### src/rtl/param_mod_counter.sv
// Parametrised modulo up/down counter with wrap or saturate boundaries,
// synchronous clear/load and a registered terminal-count pulse.
module param_mod_counter #(
  parameter int WIDTH     = 6,
  parameter int MAX_COUNT = 59,
  parameter int STEP      = 1,
  parameter bit SATURATE  = 1'b0
) (
  input  logic             clock,
  input  logic             reset,
  input  logic             ena,
  input  logic             clr,
  input  logic             load,
  input  logic [WIDTH-1:0] load_value,
  input  logic             up_down,
  output logic [WIDTH-1:0] count,
  output logic             tc,
  output logic             at_max,
  output logic             at_zero
);

  localparam logic [WIDTH:0]   MAX_EXT  = (WIDTH+1)'(MAX_COUNT);
  localparam logic [WIDTH:0]   STEP_EXT = (WIDTH+1)'(STEP);
  localparam logic [WIDTH-1:0] MAX_W    = WIDTH'(MAX_COUNT);
  localparam logic [WIDTH-1:0] STEP_W   = WIDTH'(STEP);
  // Wrap offsets are applied modulo 2^WIDTH; the true result always fits WIDTH bits.
  localparam logic [WIDTH-1:0] MOD_W    = WIDTH'(MAX_COUNT + 1);
  localparam logic [WIDTH-1:0] WRAP_DN_W = WIDTH'(MAX_COUNT + 1 - STEP);

  logic [WIDTH-1:0] r_count;
  logic             r_tc;

  logic [WIDTH:0]   w_cnt_ext;
  logic [WIDTH:0]   w_up_sum;
  logic             w_up_over;
  logic             w_dn_under;
  logic [WIDTH-1:0] w_up_next;
  logic [WIDTH-1:0] w_dn_next;
  logic             w_up_tc;
  logic             w_dn_tc;
  logic [WIDTH-1:0] w_next;
  logic             w_tc_next;

  assign w_cnt_ext  = {1'b0, r_count};
  assign w_up_sum   = w_cnt_ext + STEP_EXT;
  assign w_up_over  = (w_up_sum > MAX_EXT);
  assign w_dn_under = (w_cnt_ext < STEP_EXT);

  generate
    if (SATURATE) begin : g_sat
      assign w_up_next = w_up_over ? MAX_W : w_up_sum[WIDTH-1:0];
      assign w_dn_next = w_dn_under ? '0 : (r_count - STEP_W);
      // Pulse only on arrival at the limit, not while parked there.
      assign w_up_tc   = (r_count != MAX_W) && (w_up_next == MAX_W);
      assign w_dn_tc   = (r_count != '0) && (w_dn_next == '0);
    end else begin : g_wrap
      assign w_up_next = w_up_over ? (w_up_sum[WIDTH-1:0] - MOD_W) : w_up_sum[WIDTH-1:0];
      assign w_dn_next = w_dn_under ? (r_count + WRAP_DN_W) : (r_count - STEP_W);
      assign w_up_tc   = w_up_over;
      assign w_dn_tc   = w_dn_under;
    end
  endgenerate

  always_comb begin
    w_next    = r_count;
    w_tc_next = 1'b0;
    if (clr) begin
      w_next = '0;
    end else if (load) begin
      w_next = (load_value > MAX_W) ? MAX_W : load_value;
    end else if (ena) begin
      if (up_down) begin
        w_next    = w_up_next;
        w_tc_next = w_up_tc;
      end else begin
        w_next    = w_dn_next;
        w_tc_next = w_dn_tc;
      end
    end
  end

  always_ff @(posedge clock or negedge reset) begin
    if (!reset) begin
      r_count <= '0;
      r_tc    <= 1'b0;
    end else begin
      r_count <= w_next;
      r_tc    <= w_tc_next;
    end
  end

  assign count   = r_count;
  assign tc      = r_tc;
  assign at_max  = (r_count == MAX_W);
  assign at_zero = (r_count == '0);

endmodule

### config.mk
export PLATFORM = sky130hd
export DESIGN_NAME = param_mod_counter
export DESIGN_NICKNAME = d
export VERILOG_FILES = /design/src/rtl/param_mod_counter.sv
export SDC_FILE = /design/constraint.sdc
export NUM_CORES = 1
export LEC_CHECK = 0
export ABC_AREA = 1
export CAP_MARGIN = 25
export CORE_ASPECT_RATIO = 0.8
export CORE_MARGIN = 3
export CORE_UTILIZATION = 50
export CTS_BUF_LIST = sky130_fd_sc_hd__clkbuf_8
export DETAILED_ROUTE_END_ITERATION = 7
export GPL_TIMING_DRIVEN = 0
export PLACE_DENSITY = 0.9
export SYNTH_ARGS = -nofsm -noshare
export SYNTH_HDL_FRONTEND = slang
export SYNTH_SLANG_ARGS = --single-unit
### constraint.sdc
create_clock -name clock -period 1.8 [get_ports clock]
set_input_delay 0.36 -clock clock [delete_from_list [all_inputs] [get_ports clock]]
set_output_delay 0.36 -clock clock [all_outputs]
set_load 0.01 [all_outputs]
==> results.tsv, run 1 <==
stage	metric	value	unit
run_status	outcome	complete, but fails checks	
run_status	violations	setup timing	
detailed_routing	viasPerCell	6.223	
power	powerDensity	653.3	nW/um^2
floorplanning	die_x	51.20	microns
synthesis	synth_seq_cells	7	
critical_path	arrival	2.07	ns
synthesis	synth.top_cell.area_share	21.44	%
finish	final_util	88.23	%
finish	regArea	178.9	sq um
synthesis	syn_inst	134	
clocking	cts_root_buf	clkbuf_8	
sta	fin_tns_setup	-0.4769	ns
synthesis	synth_cell_types	22	
synthesis	avgSynthCellArea	6.097	sq um
sta	slew_violations	0	
synthesis	yosys-top-cells-area	dfrtp_1 21%, nand2_1 17%, ha_1 9.2%	
floorplanning	initial_core_util	56.10	%
finish	layout-drive-gt1-share	33.72	%
critical_path	required	1.91	ns
synthesis	yosysWarningCount	0	
clocking	numCtsBuffers	3	
synthesis	synth_edf_count	0	
sta	fin_skew	0.0003366	ns
sta	period_share	108.7	%
power	leakage	0.6348	nW
clocking	clk_pin_slew	0.04	ns
detailed_routing	drc	0	
job	maxCapViolations	0	
floorplanning	die_h	42.16	microns
grt	antenna_found_initial	0	
grt	track_usage	29.64	%
place	dp_hpwl	1805	microns
synthesis	netlist_top_cells_count	37 x nand2_1, 19 x inv_1, 18 x nor2_1, 14 x nand3_1, 7 x dfrtp_1	
critical_path	cp-start-kind	flip-flop	
grt	gr-total-overflow	0	
synthesis	synthesis.nets	152	
place	place_congestion	0.8810	
sta	slew_headroom	76.50	%
clocking	cts_buffer_depth	2	
sta	fmax	511.2	MHz
sta	tightest_slew	0.3514	ns
sta	finalHoldViolations	0	
clocking	insertion_delay	0.23	ns
critical_path	critPathMaxFanout	4	
critical_path	worstSetupPathType	reg -> reg	
detailed_routing	final_antenna_net_count	0	
grt	grt_pass1_vias	1055	
sta	layout_setup_ws	-0.1562	ns
grt	grt_max_degree	10	
synthesis	synth_most_common_cell	nand2_1	
worst_hold_path	hold_class	in -> async	
clocking	cts_tree	yes	
synthesis	synthFlopType	dfrtp_1	
critical_path	worstSetupEndpointType	flip-flop	
floorplanning	io-pin-count	21	
finish	nFillCells	73	
sta	min_period	1.956	ns
floorplanning	row_count	12	
floorplanning	die_area	2158	sq um
synthesis	synth-seq-area-share	21.44	%
place	io_buffer_count	19	
synthesis	synth_top_cell_by_area	dfrtp_1	
power	vdd_drop_max	0.5913	mV
clocking	cts.sinks	7	
synthesis	netlist_area	817.0	sq um
grt	grt_pass1_wl	4788	microns
finish	layoutNonFillerInstCount	193	
clocking	cts-htree-levels	1	
synthesis	async_flop_share	100.0	%
finish	multiInputGateArea	641.9	sq um
place	dp_cells	174	
sta	rsz0062_at_grt	true	
detailed_routing	drtIter0Drc	138	
sta	holdWs	0.4030	ns
finish	n_antenna_cell	0	
detailed_routing	vias	1201	
detailed_routing	wire_per_inst	19.36	microns
sta	setup_viol	6	
detailed_routing	firstDrtPassIters	5	
finish	fin_nets	191	
detailed_routing	routed_wl	3736	microns
floorplanning	coreArea	1456	sq um
finish	area_delta_synth_final	57.27	%
==> state kept, by name (all words and copies together), names as in the netlist <==
register  count
count         6
tc            1
==> cell type report <==
class                      count  area share (%)
clock buffer                   3           3.213
multi-input combinational    104           49.95
tap                           21           2.045
buffer                         2           1.266
timing repair buffer          34           23.17
inverter                      21           6.134
clock inverter                 1          0.2921
sequential                     7           13.92
==> worst max-delay path: stages, from the launching register on <==
cell	delay [ns]
dfrtp_2	0.41
buf_6	0.13
nand4_1	0.18
buf_4	0.20
buf_4	0.12
nand2_1	0.08
nand2_2	0.10
nand3_2	0.11
nand2_4	0.08
nand2_4	0.08
nand2_2	0.07
nand3_2	0.05
nand2_1	0.06
nand2_1	0.09
nand2_1	0.07
==> layout by cell type, fill, tap and decap left out, types with 4 or more instances in the layout <==
master	count
nand2_1	33
inv_1	17
clkdlybuf4s50_1	17
nor2_1	15
buf_4	12
nand3_1	11
nand2_2	8
nand3_2	6
inv_2	5
nor2_2	4
dfrtp_1	4
==> final timing paths <==
check                                end  depth (start not counted)     start  slack (ns)
worst min-delay path            count[4]                          1     reset        0.40
max in group asynchronous       count[0]                          1     reset        1.12
worst min register to register  count[5]                          2  count[5]        0.65
worst max-delay path            count[3]                         14  count[0]       -0.16
worst max register to register  count[3]                         14  count[0]       -0.16
min in group clock                    tc                          2   up_down        0.49
==> cells by family (layout without fill, tap and decap cells) <==
logic type	after synthesis	after routing	synth area share (%)
adder cells (fa/ha/maj)	6	6	9.188
XOR/XNOR	3	3	4.136
buffers and inverters	23	61	11.18
AND/OR/NAND/NOR	83	83	45.94
flip-flops	7	7	21.44
AO/OA/AOI/OAI	12	12	8.117
==> repair_timing <==
action / 4_1_cts / 5_1_grt
cloned: 0 / 1
buffers inserted: 9 / 5
hold buffers: 0 / 0
pin swaps: 4 / 16
resized for setup: 13 / 22
setup endpoints to repair: 6 / 8
==> per-layer routing <==
metal | GRT usage [%] | routed length [microns]
met5 | 0 | 0
met1 | 34.71 | 1345
met2 | 49.61 | 1713
met4 | 16.67 | 247
met3 | 6.050 | 430
==> report_power, final <==
group	internal, mW	switching [mW]	leakage (nW)
combinational	0.176	0.236	0.521
sequential	0.174	0.0283	0.0871
clock	0.148	0.0769	0.0269
total	0.498	0.341	0.635
==> per-stage QoR <==
stage	setup slack, ns	cell area [sq um]	power, mW
after detailed placement	-0.2455	1033	0.4866
after global placement	-0.1695	1033	0.4738
final	-0.1562	1285	0.8395
after CTS	0.001572	1179	0.7472
after global routing	-0.2259	1285	0.8794
after floorplan	0.04739	817.0	0.3761
No activity file was read; power rests on OpenSTA's default activity.
==> run 2: changes to the inputs <==
--- a/config.mk
+++ b/config.mk
@@ -14,5 +14,5 @@
 export DETAILED_ROUTE_END_ITERATION = 7
 export GPL_TIMING_DRIVEN = 0
-export PLACE_DENSITY = 0.9
+export PLACE_DENSITY = 0.82
 export SYNTH_ARGS = -nofsm -noshare
 export SYNTH_HDL_FRONTEND = slang
==> constraint.sdc (replaced) <==
create_clock -name clock -period 1.8 [get_ports clock]
set_input_delay 0.18 -clock clock [delete_from_list [all_inputs] [get_ports clock]]
set_output_delay 0.18 -clock clock [all_outputs]
set_load 0.01 [all_outputs]
==> run 2 against run 1 <==
Compared with the run above:
- total power decreased by 6.7%
- sequential cell count unchanged
- first-iteration DRC count decreased by 46%
- utilization decreased by 2.5 points
- critical endpoint unchanged
- highest routed layer unchanged
- clock-buffer cell count unchanged
- the run still ends with setup timing left
- die area unchanged
==> results.tsv, run 2 (synthesized netlist as in run 1, its figures left out) <==
stage	metric	value	unit	change
clocking	cts_root_buf	clkbuf_8		
floorplanning	die_h	42.16	microns	unchanged
critical_path	arrival	2.02	ns	-0.05 ns
grt	gr-total-overflow	0		unchanged
power	vdd_drop_max	0.5663	mV	-4.2%
finish	n_antenna_cell	0		unchanged
finish	layout_common_cells	34 x nand2_1, 19 x inv_1, 17 x nor2_1, 17 x clkdlybuf4s50_1		
place	dp_hpwl	1645	microns	-8.9%
clocking	hold_buffers	0		unchanged
sta	layout_setup_ws	-0.1092	ns	+0.04698 ns
sta	finalHoldViolations	0		unchanged
detailed_routing	final_antenna_net_count	0		unchanged
floorplanning	row_count	12		unchanged
sta	slew_violations	0		unchanged
clocking	insertion_delay	0.23	ns	about the same
detailed_routing	viasPerCell	5.780		-7.1%
power	p_switching	296.4	uW	-13%
sta	slew_headroom	70.16	%	-6.3 points
finish	final_util	85.74	%	-2.5 points
place	dp_slack	-0.1636	ns	+0.08188 ns
clocking	cts_tree	yes		
clocking	cts.sinks	7		unchanged
run_status	violations	setup timing		
critical_path	critPathMaxFanout	8		+4
grt	grt_pass1_vias	839		-20%
finish	final_common_cell	nand2_1		
floorplanning	die_x	51.20	microns	unchanged
sta	setup_viol	3		-3
sta	rsz0062_at_grt	true		
clocking	clk_pin_slew	0.04	ns	about the same
power	p_int	486.9	uW	-2.3%
power	p_clk_share	27.5	%	+0.7 points
floorplanning	initial_core_util	56.10	%	unchanged
floorplanning	coreArea	1456	sq um	unchanged
finish	layout-drive-gt1-share	26.47	%	-7.3 points
finish	fin_nets	189		-1.0%
power	pwr-share-comb	46.6	%	-2.5 points
job	maxCapViolations	0		unchanged
sta	tightest_slew	0.4460	ns	+0.09456 ns
floorplanning	io-pin-count	21		unchanged
detailed_routing	wire_per_inst	14.94	microns	-23%
grt	grt_pass1_wl	3739	microns	-22%
critical_path	cp-start-kind	flip-flop		
run_status	outcome	complete, but fails checks		
critical_path	required	1.91	ns	about the same
critical_path	r2r_slack	-0.11	ns	+0.05 ns
place	place_congestion	0.8526		-3.2%
critical_path	worstSetupPathType	reg -> reg		
sta	fin_skew	0.001846	ns	+0.001509 ns
power	finalPower	783.3	uW	-6.7%
clocking	cts_buffer_depth	2		unchanged
finish	area_delta_synth_final	52.83	%	
worst_hold_path	hold_class	in -> async		
power	leakage	0.6462	nW	+1.8%
detailed_routing	drtIter0Drc	75		-46%
sta	min_period	1.909	ns	-0.04698 ns
detailed_routing	routed_wl	2854	microns	-24%
floorplanning	die_area	2158	sq um	unchanged
power	p_seq_share	26.0	%	+1.9 points
detailed_routing	vias	1104		-8.1%
detailed_routing	drc	0		unchanged
grt	grt_max_degree	10		unchanged
grt	track_usage	22.36	%	-7.3 points
sta	fmax	523.8	MHz	+2.5%
finish	largest_register_ffs	6		unchanged
power	powerDensity	627.3	nW/um^2	-4.0%
power	netSwitchingFraction	37.84	%	-2.8 points
detailed_routing	firstDrtPassIters	5		unchanged
clocking	cts-htree-levels	1		unchanged
clocking	numCtsBuffers	3		unchanged
place	io_buffer_count	19		unchanged
critical_path	worstSetupEndpointType	flip-flop		
grt	antenna_found_initial	0		unchanged
sta	period_share	106.1	%	-2.6 points
## run 2: cell count changes in the layout (fill, tap and decap cells not counted), moves of 2 or more
| cell | delta |
|---|---|
| ha_1 | +2 |
| nor2_1 | +2 |
| inv_1 | +2 |
| inv_2 | -2 |
| nor2_2 | -2 |
| clkbuf_2 | -2 |
## run 2: what timing repair did
| action | 4_1_cts | 5_1_grt |
|---|---|---|
| endpoints found under the hold margin | 0 | 0 |
| buffers inserted | 7 | 6 |
| endpoints found under the setup margin | 6 | 6 |
| pin swaps | 10 | 13 |
| gates resized for setup | 11 | 10 |
## run 2: routing by layer
metal | GRT usage (%) | vias up | routed length (microns)
met4 | 2.151 | 0 | 49
met2 | 36.76 | 85 | 1348
met5 | 0 | - | 0
met3 | 5.338 | 12 | 290
li1 | - | 494 | -
met1 | 30.45 | 513 | 1166
## run 2: layout make-up
| cell class | instances | area [sq um] |
|---|---|---|
| Timing Repair Buffer | 32 | 292.8 |
| Clock buffer | 3 | 41.29 |
| Inverter | 21 | 78.83 |
| Clock inverter | 1 | 3.754 |
| Tap cell | 21 | 26.28 |
| Multi-Input combinational cell | 104 | 610.6 |
| Sequential cell | 7 | 178.9 |
| Fill cell | 92 | 207.7 |
| Buffer | 2 | 16.27 |
## run 2: power groups by stage
stage               clock [mW]  sequential [mW]  combinational (mW)
global route             0.222            0.206               0.400
finish                   0.215            0.203               0.365
floorplan                    0            0.201               0.175
CTS                      0.215            0.202               0.320
detailed placement           0            0.200               0.282
global placement             0            0.200               0.276
## run 2: worst max-delay path, stage by stage (launching register included)
cell     delay, ns
dfrtp_2       0.47
nand4_1       0.18
nand2_2       0.11
inv_1         0.11
ha_2          0.18
nand2_2       0.05
nor2_2        0.11
nand2_2       0.10
nand2_2       0.11
nand2_1       0.06
nand3_1       0.09
nand2_1       0.07
nand2_1       0.08
nand2_1       0.07
## run 2: final timing paths
kind / from / to / depth (start not counted)
min in group clock: up_down / tc / 2
min: reset / count[2] / 1
max reg2reg: count[3] / count[3] / 13
min reg2reg: count[5] / count[5] / 2
max in group asynchronous: reset / count[3] / 1
max: count[3] / count[3] / 13
## run 2: stage by stage
step	cell area, sq um	std cells	hold slack, ns	setup TNS, ns
detailed placement	1033	174	0.4746	-0.4307
global route	1249	191	0.2469	-0.9360
floorplan	817.0	134	-0.1156	0
finish	1249	191	0.2246	-0.2423
global placement	1033	174	0.4690	-0.2798
CTS	1167	185	0.2305	-0.01384
